$ cat config.mk
export PLATFORM = sky130hd
export DESIGN_NAME = pipeline_hazard_ctrl
export DESIGN_NICKNAME = d
export VERILOG_FILES = /design/src/rtl/pipeline_hazard_ctrl.sv
export SDC_FILE = /design/constraint.sdc
export NUM_CORES = 1
export LEC_CHECK = 0
export BUFFER_PORTS_ARGS = -buffer_cell sky130_fd_sc_hd__clkbuf_2
export CAP_MARGIN = 20
export CORE_UTILIZATION = 52
export DETAILED_ROUTE_END_ITERATION = 10
export GPL_ROUTABILITY_DRIVEN = 1
export PLACE_DENSITY = 0.92
export SETUP_SLACK_MARGIN = 0.3
export SKIP_LAST_GASP = 1
export SLEW_MARGIN = 20
export SYNTH_ARGS = -nofsm -noshare
export SYNTH_HDL_FRONTEND = slang
export SYNTH_SLANG_ARGS = --single-unit
$ cat constraint.sdc
create_clock -name clk -period 2 [get_ports clk]
set_input_delay 0.3 -clock clk [delete_from_list [all_inputs] [get_ports clk]]
set_output_delay 0.3 -clock clk [all_outputs]
set_load 0.02 [all_outputs]
$ cat src/rtl/pipeline_hazard_ctrl.sv
// Hazard/flush sequencer for the 5-stage RISC-V pipeline.
// Resolves data-memory wait states, taken-branch squashes and load-use hazards in that
// priority order. Control outputs are combinational from the registered state and the
// current inputs, so every decision acts in the same cycle. Saturating performance
// counters record stall, flush and hold activity.
module pipeline_hazard_ctrl #(
    parameter int FLUSH_CYCLES = 1,   // squash cycles per taken branch, must be >= 1
    parameter int CNT_W        = 16   // width of each performance counter
) (
    input  logic             clk,
    input  logic             reset_n,
    input  logic [4:0]       id_rs1,
    input  logic [4:0]       id_rs2,
    input  logic             id_uses_rs1,
    input  logic             id_uses_rs2,
    input  logic [4:0]       ex_rd,
    input  logic             ex_memread,
    input  logic             branch_taken,
    input  logic             dmem_busy,
    input  logic             cnt_clr,
    output logic             pc_write,
    output logic             ifid_write,
    output logic             ifid_flush,
    output logic             idex_flush,
    output logic             pipe_hold,
    output logic [1:0]       state,
    output logic [CNT_W-1:0] stall_cnt,
    output logic [CNT_W-1:0] flush_cnt,
    output logic [CNT_W-1:0] hold_cnt
);

    typedef enum logic [1:0] {
        ST_RUN      = 2'd0,
        ST_FLUSH    = 2'd1,
        ST_MEM_WAIT = 2'd2
    } state_t;

    // Squash counter only has to hold FLUSH_CYCLES-1.
    localparam int SQ_W = (FLUSH_CYCLES > 1) ? $clog2(FLUSH_CYCLES) : 1;

    localparam logic [SQ_W-1:0]  SQ_LOAD = SQ_W'(FLUSH_CYCLES - 1);
    localparam logic [SQ_W-1:0]  SQ_ONE  = SQ_W'(1);
    localparam logic [SQ_W-1:0]  SQ_ZERO = '0;
    localparam logic [CNT_W-1:0] CNT_ONE = CNT_W'(1);
    localparam logic [CNT_W-1:0] CNT_MAX = '1;

    state_t            r_state;
    logic [SQ_W-1:0]   r_sq_cnt;
    logic [CNT_W-1:0]  r_stall_cnt;
    logic [CNT_W-1:0]  r_flush_cnt;
    logic [CNT_W-1:0]  r_hold_cnt;

    state_t            w_next_state;
    logic [SQ_W-1:0]   w_sq_next;
    logic              w_load_use;
    logic              w_stall_inc;
    logic              w_flush_inc;
    logic              w_pc_write;
    logic              w_ifid_write;
    logic              w_ifid_flush;
    logic              w_idex_flush;
    logic              w_pipe_hold;

    // Load-use: the EX load writes a non-zero register that the ID instruction reads.
    assign w_load_use = ex_memread && (ex_rd != 5'd0) &&
                        ((id_uses_rs1 && (ex_rd == id_rs1)) ||
                         (id_uses_rs2 && (ex_rd == id_rs2)));

    // Control decode and next-state selection; outputs depend only on state and inputs.
    always_comb begin
        // NOTE: every signal driven here gets a default first, so no path leaves one
        // unassigned and no latch is inferred.
        w_next_state = r_state;
        w_sq_next    = r_sq_cnt;
        w_stall_inc  = 1'b0;
        w_flush_inc  = 1'b0;
        w_pc_write   = 1'b0;
        w_ifid_write = 1'b0;
        w_ifid_flush = 1'b0;
        w_idex_flush = 1'b0;
        w_pipe_hold  = 1'b0;

        case (r_state)
            ST_FLUSH: begin
                if (dmem_busy) begin
                    // Memory stall freezes the squash sequence where it is.
                    w_pipe_hold = 1'b1;
                end else begin
                    // Squashed slots are invalid, so hazards on them are ignored.
                    w_pc_write   = 1'b1;
                    w_ifid_write = 1'b1;
                    w_ifid_flush = 1'b1;
                    w_idex_flush = 1'b1;
                    w_sq_next    = r_sq_cnt - SQ_ONE;
                    if (r_sq_cnt == SQ_ONE) begin
                        w_next_state = ST_RUN;
                    end
                end
            end
            default: begin
                // RUN, MEM_WAIT (released or still waiting) and the unused encoding
                // share one decision tree; the unused encoding recovers to RUN.
                w_next_state = ST_RUN;
                if (dmem_busy) begin
                    w_pipe_hold  = 1'b1;
                    w_next_state = ST_MEM_WAIT;
                end else if (branch_taken) begin
                    w_pc_write   = 1'b1;
                    w_ifid_write = 1'b1;
                    w_ifid_flush = 1'b1;
                    w_idex_flush = 1'b1;
                    w_flush_inc  = 1'b1;
                    if (FLUSH_CYCLES > 1) begin
                        w_sq_next    = SQ_LOAD;
                        w_next_state = ST_FLUSH;
                    end
                end else if (w_load_use) begin
                    // One bubble is enough: it clears ex_rd for the next cycle.
                    w_idex_flush = 1'b1;
                    w_stall_inc  = 1'b1;
                end else begin
                    w_pc_write   = 1'b1;
                    w_ifid_write = 1'b1;
                end
            end
        endcase

        // While in reset, keep the front end frozen and the pipeline registers empty.
        if (!reset_n) begin
            w_pc_write   = 1'b0;
            w_ifid_write = 1'b0;
            w_ifid_flush = 1'b1;
            w_idex_flush = 1'b1;
            w_pipe_hold  = 1'b0;
        end
    end

    // Sequencer state and squash counter.
    always_ff @(posedge clk) begin
        // NOTE: sequential state uses non-blocking assignments so every register
        // samples the pre-edge values regardless of statement order.
        if (!reset_n) begin
            r_state  <= ST_RUN;
            r_sq_cnt <= SQ_ZERO;
        end else begin
            r_state  <= w_next_state;
            r_sq_cnt <= w_sq_next;
        end
    end

    // Saturating performance counters; clear wins over increment, reset wins over both.
    always_ff @(posedge clk) begin
        if (!reset_n || cnt_clr) begin
            r_stall_cnt <= '0;
            r_flush_cnt <= '0;
            r_hold_cnt  <= '0;
        end else begin
            if (w_stall_inc && (r_stall_cnt != CNT_MAX)) begin
                r_stall_cnt <= r_stall_cnt + CNT_ONE;
            end
            if (w_flush_inc && (r_flush_cnt != CNT_MAX)) begin
                r_flush_cnt <= r_flush_cnt + CNT_ONE;
            end
            if (w_pipe_hold && (r_hold_cnt != CNT_MAX)) begin
                r_hold_cnt <= r_hold_cnt + CNT_ONE;
            end
        end
    end

    assign pc_write   = w_pc_write;
    assign ifid_write = w_ifid_write;
    assign ifid_flush = w_ifid_flush;
    assign idex_flush = w_idex_flush;
    assign pipe_hold  = w_pipe_hold;
    assign state      = r_state;
    assign stall_cnt  = r_stall_cnt;
    assign flush_cnt  = r_flush_cnt;
    assign hold_cnt   = r_hold_cnt;

endmodule

==> After elaboration in Yosys (flattened, before gate mapping) <==
Cells that the tools add are included.
{ "word_totals": {"reg_bits": 51, "latchBits": 0, "ram_bits": 0, "mem_bits_ro": 0, "inputBits": 23, "n_memories": 0} }
{ "op_classes": {"addsub": 4, "n_mul": 0, "div_mod_pow": 0, "n_lt_le_gt_ge": 0, "n_eq_ne": 8, "n_shift": 0, "muxes": 25, "bitwise_logic": 1, "reduce_logical": 13} }
{ "op_table": {"columns": ["operator", "count"], "rows": [
  ["adder 16 x 1 -> 16 bit, second input constant", 3],
  ["!= test 16 bit, second input constant", 3],
  ["two-way mux 1 bit", 21],
  ["== test 5 bit", 2],
  ["two-way mux 2 bit", 4],
  ["logical AND 1 bit", 7],
  ["nonzero test 5 bit", 1],
  ["!= test 2 bit, second input constant", 2],
  ["AND reduction 2 bit", 2],
  ["== test 2 x 1 -> 1 bit, second input constant", 1],
  ["logical OR 1 bit", 2],
  ["zero test 1 bit", 1],
  ["NOT 1 bit", 1],
  ["subtractor 1 bit, second input constant", 1]
]} }

==> Logic depth before layout (Yosys ltp) <==
Gate-level depths: netlist of the first run.
{ "depth": {"ltp_word": 9, "mapped_depth": 7, "ltp_nobuf": 6} }

==> Worst setup path before layout of the first run <==
Ideal clock, no wire load.
{ "synth_path": {"path_type": "input-to-output", "startpoint": "input port ex_rd[1]", "endpoint": "output port pc_write", "t_arrival_ps": 2048, "t_required_ps": 1700, "path_slack_ps": -348, "cell_stages": 6, "n_path_buf": 2, "path_cell_list": "or4_1 o21ai_1 buf_2 nor3_1 nor3b_1 buf_4"} }
{ "synth_between": {"elab_chain_len": 9, "elab_cells_between_ends": 13, "classes_between": "eq/ne (2); mux (5); reduce/logical (6)"} }
{ "synth_rtl": {"columns": ["element", "line_no", "rtl"], "rows": [
  ["start, declared", "16", "input logic [4:0] ex_rd,"],
  ["== test 5 bit (on tied branches)", "66, 67", null],
  ["logical AND 1 bit (on tied branches)", "66, 67", null],
  ["logical OR 1 bit", "66", "((id_uses_rs1 && (ex_rd == id_rs1)) ||"],
  ["logical AND 1 bit *", "65", "assign w_load_use = ex_memread && (ex_rd != 5'd0) &&"],
  ["two-way mux 1 bit * (5 in series)", null, null],
  ["end, declared", "21", "output logic pc_write,"]
]} }
Every way passes the cells marked *; elsewhere a longest branch is shown, timed or not.

==> Worst setup path after layout of the first run <==
{ "layout_path": {"startpoint": "input port ex_rd[2]", "endpoint": "output port idex_flush"} }
{ "layout_between": {"elab_chain_len": 9, "elab_cells_between_ends": 13, "classes_between": "eq/ne (2); mux (5); reduce/logical (6)"} }
{ "layout_rtl": {"columns": ["element", "line_no", "rtl"], "rows": [
  ["== test 5 bit (on tied branches)", "66, 67", null],
  ["logical AND 1 bit (on tied branches)", "66, 67", null],
  ["logical OR 1 bit", "66", null],
  ["logical AND 1 bit *", "65", null],
  ["two-way mux 1 bit *", "117", "end else if (w_load_use) begin"],
  ["two-way mux 1 bit *", "107", "end else if (branch_taken) begin"],
  ["two-way mux 1 bit *", "104", "if (dmem_busy) begin"],
  ["two-way mux 1 bit *", "83", "case (r_state)"],
  ["two-way mux 1 bit *", "129", "if (!reset_n) begin"],
  ["end, declared", "24", "output logic idex_flush,"]
]} }
Marks and branches as above.

==> results of run 1 <==
## cell usage in the layout (no fill, tap or decap), types with 5 or more instances in the layout
master,count
mux2i_1,5
dfxtp_1,20
a21oi_1,17
nand4_1,25
o21ai_0,5
dfxtp_4,13
dfxtp_2,16
nand3_1,11
inv_1,8
nand2b_1,6
a21oi_2,6
and4_1,6
nor2_1,33
a31o_2,5
xnor2_1,30
buf_4,33
clkbuf_2,72
nor3_1,7
clkbuf_8,7
nand2_1,32
## what timing repair did
| item | in CTS | in global routing |
|---|---|---|
| setup buffers | 13 | 9 |
| gates resized for setup | 20 | 43 |
| pin swaps | 13 | 15 |
| setup endpoints to repair | 19 | 33 |
| cloned | 0 | 0 |
| hold endpoints to repair | 0 | 0 |
## routing by layer
metal | vias up | global-route usage [%] | part of all wire, %
met5 | - | 0 | 0
met4 | 0 | 10.5 | 1.9
met3 | 20 | 5.15 | 7.7
met2 | 183 | 51.0 | 51
met1 | 1478 | 33.6 | 39
li1 | 1433 | - | -
## power groups by stage
stage	combinational [µW]	clock, µW	sequential (µW)
floorplan	91.3	0	992
global placement	157	0	988
detailed placement	162	0	988
CTS	173	650	965
global route	199	695	963
finish	187	656	963
## worst register-to-register path, delay by kind of cell, from the launching register on
family | cells | cell delay, ns
compound gates | 1 | 0.15
flops | 1 | 0.36
simple gates | 4 | 1.33
## worst max-delay path by stage
stage                         from    endpoint  slack, ns  depth (start not counted)
final                     ex_rd[2]  idex_flush       0.05                          6
after global routing      ex_rd[0]  idex_flush      -0.02                          6
after global placement    ex_rd[4]  ifid_write      -0.01                          6
after floorplan           ex_rd[4]    pc_write       0.03                          6
after CTS                 ex_rd[1]    pc_write       0.03                          6
after detailed placement  ex_rd[4]    pc_write      -0.03                          6
## cells by family after synthesis
| logic type | count (synthesis) |
|---|---|
| simple gates | 170 |
| buf+inv | 25 |
| other cells | 1 |
| fa+ha+maj | 3 |
| mux | 6 |
| xor+xnor | 31 |
| compound gates | 52 |
| flops | 49 |
## registers in the layout, indices dropped and copies added, names as in the netlist
name	count
flush_cnt	16
hold_cnt	16
stall_cnt	16
state	1
## per-stage QoR
stage	utilization, %	total power, µW	cell area, µm²	TNS [ns]
6_report	79.3	1810	3870	0
5_1_grt	79.3	1860	3870	-0.0156
4_1_cts	74.3	1790	3620	0
3_5_place_dp	68.4	1150	3340	-0.0821
3_3_place_gp	68.4	1150	3340	-0.0216
2_1_floorplan	-	1080	2840	0
## layout make-up
cell class	instances	area, µm²
multi-input cells	263	1900
flip-flops and latches	49	1050
fillers	330	1010
repair buffers	113	703
clock buffers	6	93.8
well taps	67	83.8
inverters	8	30.0
clock inverters	1	5.00
==> summary.md, run 1 <==
| Metric | Value |
|---|---|
| Worst-Skew Late Latency | `0.31 ns` |
| Final net count | `466` |
| Antenna violations before repair | `0` |
| Seq/Total Area, Yosys | `36.2%` |
| Syn. warnings | `0` |
| Top post-synthesis cells by area | `dfxtp_1 36%, xnor2_1 9.7%, nand4_1 5.8%` |
| Worst Setup End Kind | `output pin` |
| Die area | `5500 µm²` |
| Hold Slack | `0.449 ns` |
| Type of the worst setup path | `input pin to output pin` |
| Multiplexer area fraction after synthesis | `2.26%` |
| Slowest stage cell, crit path | `or4_4` |
| Gate count of the mapped netlist | `337` |
| Distinct cells, synth | `45` |
| Worst Path Buf+Inv | `3` |
| Sequential share of power | `53.3%` |
| Startpoint type of the worst setup path | `input pin` |
| Largest family of logic cells by synthesized area | `simple AND/OR/NAND/NOR gates` |
| RSZ-0062 raised after global routing | `true` |
| Vias in the first global route | `2,667` |
| Placed cell count | `478` |
| Worst slew pin tran | `0.492 ns` |
| N_diodes | `0` |
| Top_reg_cell synth | `dfxtp_1` |
| Routed WL | `8.54 mm` |
| Total global-route track usage | `28.4%` |
| IO Count | `78` |
| Cts bufs inserted | `5` |
| Share of cells above drive strength 1 | `44.8%` |
| Adder-Cell Fraction of Synth Area | `1.39%` |
| Final Non-Filler Cells | `507` |
| # setup viols final | `0` |
| Worst reg2reg setup slack | `0.11 ns` |
| Cell taking the most area after synthesis | `dfxtp_1` |
| WHS Path Cells | `4` |
| Worst r2r dst | `stall_cnt[12]$_SDFFE_PP0P_` |
| Minimum clock period after layout | `1.95 ns` |
| WP data arrival | `1.65 ns` |
| Most frequent cell after synthesis | `dfxtp_1` |
| Switching component of the power | `454 µW` |
| Final ANT Viol Nets | `0` |
| Pins Over Slew Limit | `0` |
| Final GP Congestion | `0.896` |
| Cts hold-fix bufs | `0` |
| WHS Endpoint | `stall_cnt[7]$_SDFFE_PP0P_` |
| Core area | `4880 µm²` |
| Vias | `3,114` |
| Max_slew headroom | `66.9%` |
| Worst Path Required | `1.70 ns` |
| Layout area overhead | `42.8%` |
| XOR/XNOR Fraction of Synth Area | `10.0%` |
| H-Tree Depth | `2` |
| Cell row count | `25` |
| Total congestion overflow | `0` |
| Pre-CTS WS | `-0.0284 ns` |
| Net Count, Synth | `363` |
| Peak VDD IR | `0.533 mV` |
| Maxcap violations | `0` |
| Status | `complete, no violations` |
| Initial Utilization | `55.5%` |
| CP delay by family, top | `simple AND/OR/NAND/NOR gates` |
| R2r startpoint | `stall_cnt[11]$_SDFFE_PP0P_` |
| Cell Area, Synth | `2710 µm²` |
| Max Fclk | `512 MHz` |
| Worst hold path type | `input pin to register` |
| TritonCTS clock tree | `built` |
| Combinational share of power | `10.3%` |
| Setup WS post-layout | `0.0457 ns` |
| HPWL Detailed | `5.37 mm` |
| Post-synth top cells | `49 x dfxtp_1, 34 x nor2_1, 32 x nand2_1` |
| Leak | `0.00155 µW` |
| Final Hold Viols | `0` |
| Clock sink count | `49` |
| P_int | `1350 µW` |
| R2r worst-path depth | `5` |
| Die X | `74.2 µm` |
| First-pass GRT wire length | `12.1 mm` |
| Clock group share of total power | `36.3%` |
| 1st-iter DRT viols | `182` |
| Via density | `6.14` |
| CTS max path bufs | `2` |
| HP Start | `ex_memread` |
| Die H | `74.2 µm` |
| Ys async rst share | `0%` |
| Seq cells post-synth | `49` |
| Worst path cell trace | `clkbuf_2 > or4_4 > o21ai_4 > buf_6 > o311ai_2 > clkbuf_4` |
| Pwr/cell area | `467 nW/µm²` |
| Clk_skew | `0.00468 ns` |
| Pin count of the biggest net entering global routing | `26` |
| Syn_area_per_cell | `8.04 µm²` |
| Number of synthesized flops with an enable pin | `0` |
| IO Port Bufs | `76` |
| Drt drc | `0` |
| Drt wl/cell | `16.9 µm` |
| Synth Area in Compound Gates | `12.2%` |
| Period utilization | `97.7%` |
| CP Max Fanout | `9` |
| Slowest cell delay on critical path | `0.55 ns` |
| Synth Area in Simple Gates | `33.9%` |
| Switching share of power | `25.1%` |
| Yosys top cell area share | `36.2%` |
| Clock transition at the registers of the reported paths | `0.09 ns` |
| TritonRoute pass-1 iters | `5` |
| CTS root buf | `clkbuf_8` |
(Power assumes the default switching activity.)
==> run 2, diff against run 1 <==
- REMOVE_ABC_BUFFERS: default -> 1
==> run 2 against run 1 <==
Sequential power increased by 0.9%. Clock skew grew 0.0067 ns. Combinational power grew 16%. Routed wire length grew 33%. First-iteration DRC count is 100% higher. Non-clock buffer count is 16 higher. Clock-buffer cell count fell by 1. Total power increased by 8.3%. Critical path type unchanged. Critical endpoint unchanged.
==> summary.md, run 2 (synthesis results as in run 1) <==
| Metric | Value |
|---|---|
| CP Max Fanout | `3 (-6)` |
| Pwr/cell area | `484 nW/µm² (+3.7%)` |
| RSZ-0062 raised after global routing | `true` |
| WHS Endpoint | `flush_cnt[6]$_SDFFE_PP0P_` |
| 1st-iter DRT viols | `372 (+100%)` |
| Core area | `4880 µm² (unchanged)` |
| Most common cell after layout, fill and taps aside | `clkbuf_2` |
| Cts hold-fix bufs | `0 (unchanged)` |
| Clock transition at the registers of the reported paths | `0.11 ns (+0.02 ns)` |
| Worst Setup End Kind | `output pin` |
| Post-layout util | `82.8% (+3.6 points)` |
| Vias | `3,491 (+12%)` |
| First-pass GRT wire length | `13.2 mm (+9.7%)` |
| Die X | `74.2 µm (unchanged)` |
| Switching component of the power | `523 µW (+15%)` |
| CP delay by family, top | `simple AND/OR/NAND/NOR gates` |
| R2r worst-path depth | `5 (unchanged)` |
| # setup viols final | `0 (unchanged)` |
| IO Port Bufs | `76 (unchanged)` |
| N_diodes | `0 (unchanged)` |
| Final setup TNS | `0 ns (unchanged)` |
| Register area | `1040 µm² (-1.3%)` |
| Worst path cell trace | `buf_8 > or4_4 > o21ai_4 > buf_6 > buf_6 > o311ai_4 > buf_6` |
| Switching share of power | `26.7% (+1.6 points)` |
| Worst Path Required | `1.70 ns (about the same)` |
| Layout filler cell count | `274 (-17%)` |
| Max Fclk | `509 MHz (-0.53%)` |
| HP Start | `cnt_clr` |
| Critical path's most frequent cell | `buf_6` |
| Final ANT Viol Nets | `0 (unchanged)` |
| Max_slew headroom | `62.6% (-4.3 points)` |
| Total global-route track usage | `31.1% (+2.8 points)` |
| CTS max path bufs | `2 (unchanged)` |
| HPWL Detailed | `5.10 mm (-5.1%)` |
| WP data arrival | `1.66 ns (about the same)` |
| Worst hold path type | `input pin to register` |
| Worst r2r dst | `stall_cnt[12]$_SDFFE_PP0P_` |
| Pins Over Slew Limit | `0 (unchanged)` |
| Drt drc | `0 (unchanged)` |
| Cell count along the critical path | `7 (+1)` |
| Period utilization | `98.2% (+0.52 points)` |
| Slowest stage cell, crit path | `or4_4` |
| Footprint of the multi-input gates | `1920 µm² (+0.99%)` |
| TritonCTS clock tree | `built` |
| Total congestion overflow | `0 (unchanged)` |
| Maxcap violations | `0 (unchanged)` |
| TritonRoute pass-1 iters | `6 (+1)` |
| Vias in the first global route | `2,847 (+6.7%)` |
| Die H | `74.2 µm (unchanged)` |
| Final GP Congestion | `0.861 (-3.9%)` |
| Worst reg2reg setup slack | `0.06 ns (-0.05 ns)` |
| Commonest non-fill, non-tap cells in the layout | `69 x clkbuf_2, 49 x buf_4, 33 x nor2_1, 31 x nand2_1, 29 x xnor2_1` |
| R2r startpoint | `stall_cnt[4]$_SDFFE_PP0P_` |
| Pin count of the biggest net entering global routing | `23 (-12%)` |
| Combinational share of power | `11.0% (+0.7 points)` |
| Minimum clock period after layout | `1.96 ns (+0.0105 ns)` |
| Leak | `0.00163 µW (+5.2%)` |
| Clock group share of total power | `39.3% (+3.0 points)` |
| Final Hold Viols | `0 (unchanged)` |
| CTS root buf | `clkbuf_8` |
| Cell row count | `25 (unchanged)` |
| P_int | `1430 µW (+6.1%)` |
| Clk_skew | `0.0114 ns (+0.00670 ns)` |
| Setup WS post-layout | `0.0353 ns (-0.0105 ns)` |
| Placed cell count | `480 (+0.42%)` |
| Cts bufs inserted | `5 (unchanged)` |
| Pre-CTS WS | `0.0211 ns (+0.0495 ns)` |
| Share of cells above drive strength 1 | `49.5% (+4.7 points)` |
| WHS Path Cells | `4 (unchanged)` |
| Antenna violations before repair | `0 (unchanged)` |
| Peak VDD IR | `0.475 mV (-11%)` |
| Routed WL | `11.3 mm (+33%)` |
| Final Non-Filler Cells | `524 (+3.4%)` |
| Drt wl/cell | `21.6 µm (+28%)` |
| Worst Setup SP | `ex_rd[3]` |
| Layout area overhead | `49.2%` |
| Via density | `6.66 (+8.5%)` |
| Sequential share of power | `49.7% (-3.6 points)` |
| H-Tree Depth | `2 (unchanged)` |
| Initial Utilization | `55.5% (unchanged)` |
| Clock sink count | `49 (unchanged)` |
| Worst-Skew Late Latency | `0.32 ns (about the same)` |
| Worst slew pin tran | `0.561 ns (+0.0686 ns)` |
| Slowest cell delay on critical path | `0.58 ns (+0.03 ns)` |
| Worst Path Buf+Inv | `4 (+1)` |
| Startpoint type of the worst setup path | `input pin` |
| IO Count | `78 (unchanged)` |
| Final net count | `482 (+3.4%)` |
| Die area | `5500 µm² (unchanged)` |
| Status | `complete, no violations` |
| Type of the worst setup path | `input pin to output pin` |
[run 2: cell count changes in the layout (fill, tap and decap cells not counted), sizes merged]
cell and delta:
clkinvlp +1, buf +21, bufinv +1, clkbuf -6
[run 2: through the flow]
stage	total power (µW)	cell area (µm²)	hold WS, ns
global placement	1150	3230	0.477
finish	1960	4040	0.368
CTS	1870	3610	0.372
floorplan	1080	2640	0.459
global route	1990	4040	0.367
detailed placement	1150	3230	0.503
[run 2: worst reg2reg max path, delay by kind of cell, from the launching register on]
family           cells  cell delay, ns
AO/OA/AOI/OAI        1            0.12
flip-flops           1            0.38
AND/OR/NAND/NOR      4            1.38
[run 2: per-layer routing]
layer / routed length [µm] / track usage (%)
met1: 4130 / 37.0
met2: 5350 / 51.7
met3: 1020 / 5.01
met4: 829 / 20.9
met5: 0 / 0
[run 2: power by group through the flow]
stage / Clock [µW] / Sequential [µW] / Combinational, µW
after floorplan: 0 / 1010 / 76.8
after global placement: 0 / 1000 / 147
after detailed placement: 0 / 1000 / 150
after CTS: 729 / 975 / 169
after global routing: 793 / 972 / 224
final: 768 / 972 / 216
[run 2: cell type report]
type | instances | share of cell area (%)
multi-input cells | 263 | 47.5
flip-flops and latches | 49 | 25.6
repair buffers | 129 | 21.2
well taps | 67 | 2.07
clock buffers | 5 | 1.70
clock inverters | 3 | 1.15
inverters | 8 | 0.743
[run 2: worst max path at each step]
stage	slack [ns]	end
finish	0.04	idex_flush
global route	0.01	ifid_write
CTS	0.08	ifid_write
detailed placement	0.02	ifid_write
global placement	0.07	pc_write
floorplan	-0.57	ifid_write
[run 2: repair_timing]
item                       in CTS  in global routing
setup buffers                  14                 22
pin swaps                      13                 26
setup endpoints to repair      25                 37
resized for setup              46                 79
==> run 3, diff against run 2 <==
- CORE_MARGIN: default -> 2
==> run 3 against run 2 <==
Largest power group unchanged. Worst setup slack worse by 0.033 ns. Clock skew is 0.0013 ns lower. Flip-flop and latch count stayed put. Critical endpoint is now pc_write. Sequential share of layout area is 0.46 points higher. Combinational power hardly changed.
==> summary.md, run 3 (synthesis results as in run 1) <==
| Metric | Value |
|---|---|
| Status | `complete, no violations` |
| Pwr/cell area | `491 nW/µm² (+1.6%)` |
| First-pass GRT wire length | `13.8 mm (+4.1%)` |
| Maxcap violations | `0 (unchanged)` |
| Peak VDD IR | `0.391 mV (-18%)` |
| Fin area | `3930 µm² (-2.8%)` |
| Leak | `0.00157 µW (-3.4%)` |
| Total global-route track usage | `28.4% (-2.8 points)` |
| Routed WL | `9.59 mm (-15%)` |
| Share of cells above drive strength 1 | `46.4% (-3.0 points)` |
| DP Area | `3280 µm² (+1.7%)` |
| Layout filler cell count | `324 (+18%)` |
| Drt wl/cell | `18.4 µm (-15%)` |
| Vias | `3,254 (-6.8%)` |
| Commonest non-fill, non-tap cells in the layout | `70 x clkbuf_2, 46 x buf_4, 33 x nor2_1, 30 x nand2_1, 27 x xnor2_1` |
| Worst-Skew Late Latency | `0.31 ns (about the same)` |
| Worst hold path type | `input pin to register` |
| Type of the worst setup path | `input pin to output pin` |
| Worst slew pin tran | `0.532 ns (-0.0285 ns)` |
| Die X | `76.2 µm (+2.7%)` |
| Via density | `6.26 (-6.1%)` |
| Vias in the first global route | `2,950 (+3.6%)` |
| Final setup TNS | `0 ns (unchanged)` |
| Final ANT Viol Nets | `0 (unchanged)` |
| WP data arrival | `1.70 ns (+0.04 ns)` |
| N_diodes | `0 (unchanged)` |
| Most common cell after layout, fill and taps aside | `clkbuf_2` |
| Final net count | `475 (-1.5%)` |
| Cts bufs inserted | `5 (unchanged)` |
| Die area | `5800 µm² (+5.5%)` |
| Die H | `76.2 µm (+2.7%)` |
| Pin count of the biggest net entering global routing | `24 (+4.3%)` |
| Clock sink count | `49 (unchanged)` |
| Core area | `5070 µm² (+4.0%)` |
| Layout area overhead | `45.0%` |
| Final Hold Viols | `0 (unchanged)` |
| IO Port Bufs | `76 (unchanged)` |
| TritonRoute pass-1 iters | `5 (-1)` |
| CTS root buf | `clkbuf_8` |
| CTS max path bufs | `2 (unchanged)` |
| RSZ-0062 raised after global routing | `true` |
| Clk_skew | `0.0101 ns (-0.00127 ns)` |
| Total congestion overflow | `0 (unchanged)` |
| Post-layout util | `77.4% (-5.4 points)` |
| Max_slew headroom | `64.2% (+1.6 points)` |
| IO Count | `78 (unchanged)` |
| Cell row count | `26 (+4.0%)` |
| Worst Setup End Kind | `output pin` |
| HPWL Detailed | `5.45 mm (+7.0%)` |
| Hold Slack | `0.364 ns (-0.00440 ns)` |
| Drt drc | `0 (unchanged)` |
| Period utilization | `99.9% (+1.7 points)` |
| # setup viols final | `0 (unchanged)` |
| Pins Over Slew Limit | `0 (unchanged)` |
| 1st-iter DRT viols | `324 (-13%)` |
| Worst Path Required | `1.70 ns (about the same)` |
| TritonCTS clock tree | `built` |
| Final GP Congestion | `0.897 (+4.2%)` |
| H-Tree Depth | `2 (unchanged)` |
| CP Max Fanout | `3 (unchanged)` |
| Initial Utilization | `53.4% (-2.1 points)` |
| Startpoint type of the worst setup path | `input pin` |
| Clock transition at the registers of the reported paths | `0.10 ns (about the same)` |
| Antenna violations before repair | `0 (unchanged)` |
| Max Fclk | `501 MHz (-1.7%)` |
| Minimum clock period after layout | `2.00 ns (+0.0331 ns)` |
## run 3: changes by cell type in the layout (fill, tap and decap cells not counted), sizes merged
cell	previous run	this run
inv	8	9
buf	59	52
clkinvlp	1	0
## run 3: path summary, 6_finish.rpt
path	startpoint	endpoint	slack [ns]	cells past startpoint
worst min register to register	flush_cnt[5]$_SDFFE_PP0P_	flush_cnt[5]$_SDFFE_PP0P_	0.50	2
worst max-delay path	ex_rd[2]	pc_write	0.002	9
worst min-delay path	reset_n	state[1]$_SDFF_PN0_	0.36	4
worst max register to register	stall_cnt[4]$_SDFFE_PP0P_	stall_cnt[11]$_SDFFE_PP0P_	0.09	5
## run 3: metrics by stage
stage          setup WS, ns  power, µW  cells
6_report            0.00217       1930    520
3_3_place_gp        -0.0260       1160    490
2_1_floorplan        -0.569       1080    320
5_1_grt             -0.0595       1980    520
3_5_place_dp        -0.0371       1160    490
4_1_cts              0.0379       1890    507
## run 3: area by class of cell
cell class / instances / area (µm²) / share of cell area (%)
Inverter: 8 / 30.0 / 0.764
Sequential cell: 49 / 1020 / 26.1
Tap cell: 70 / 87.6 / 2.23
Timing Repair Buffer: 122 / 774 / 19.7
Clock inverter: 3 / 43.8 / 1.11
Clock buffer: 5 / 68.8 / 1.75
Multi-Input combinational cell: 263 / 1900 / 48.3
## run 3: per-layer routing
| layer | up-vias | global-route usage (%) | share of wire, % |
|---|---|---|---|
| met3 | 47 | 4.38 | 7.7 |
| met5 | - | 0 | 0 |
| met1 | 1539 | 33.7 | 37 |
| met2 | 219 | 51.7 | 51 |
| li1 | 1449 | - | - |
| met4 | 0 | 10.5 | 4.5 |
## run 3: what timing repair did
action                                  CTS  global route
pin swaps                                 8            29
endpoints found under the setup margin   25            36
hold buffers                              0             0
buffers inserted                          9            13
gates resized for setup                  42            64
## run 3: critical path, stage by stage
cell      delay [ns]
clkbuf_2        0.09
buf_4           0.15
xnor2_2         0.12
nand4_1         0.15
o22a_2          0.32
nor3_4          0.21
nor3b_2         0.07
buf_4           0.15
buf_8           0.13
## run 3: power breakdown
part / total [µW] / internal [µW] / switching (µW) / leakage (µW)
combinational: 214 / 93.2 / 120 / 0.00110
clock: 742 / 376 / 367 / 0.0000585
sequential: 975 / 971 / 3.57 / 0.000409
total: 1930 / 1440 / 491 / 0.00157
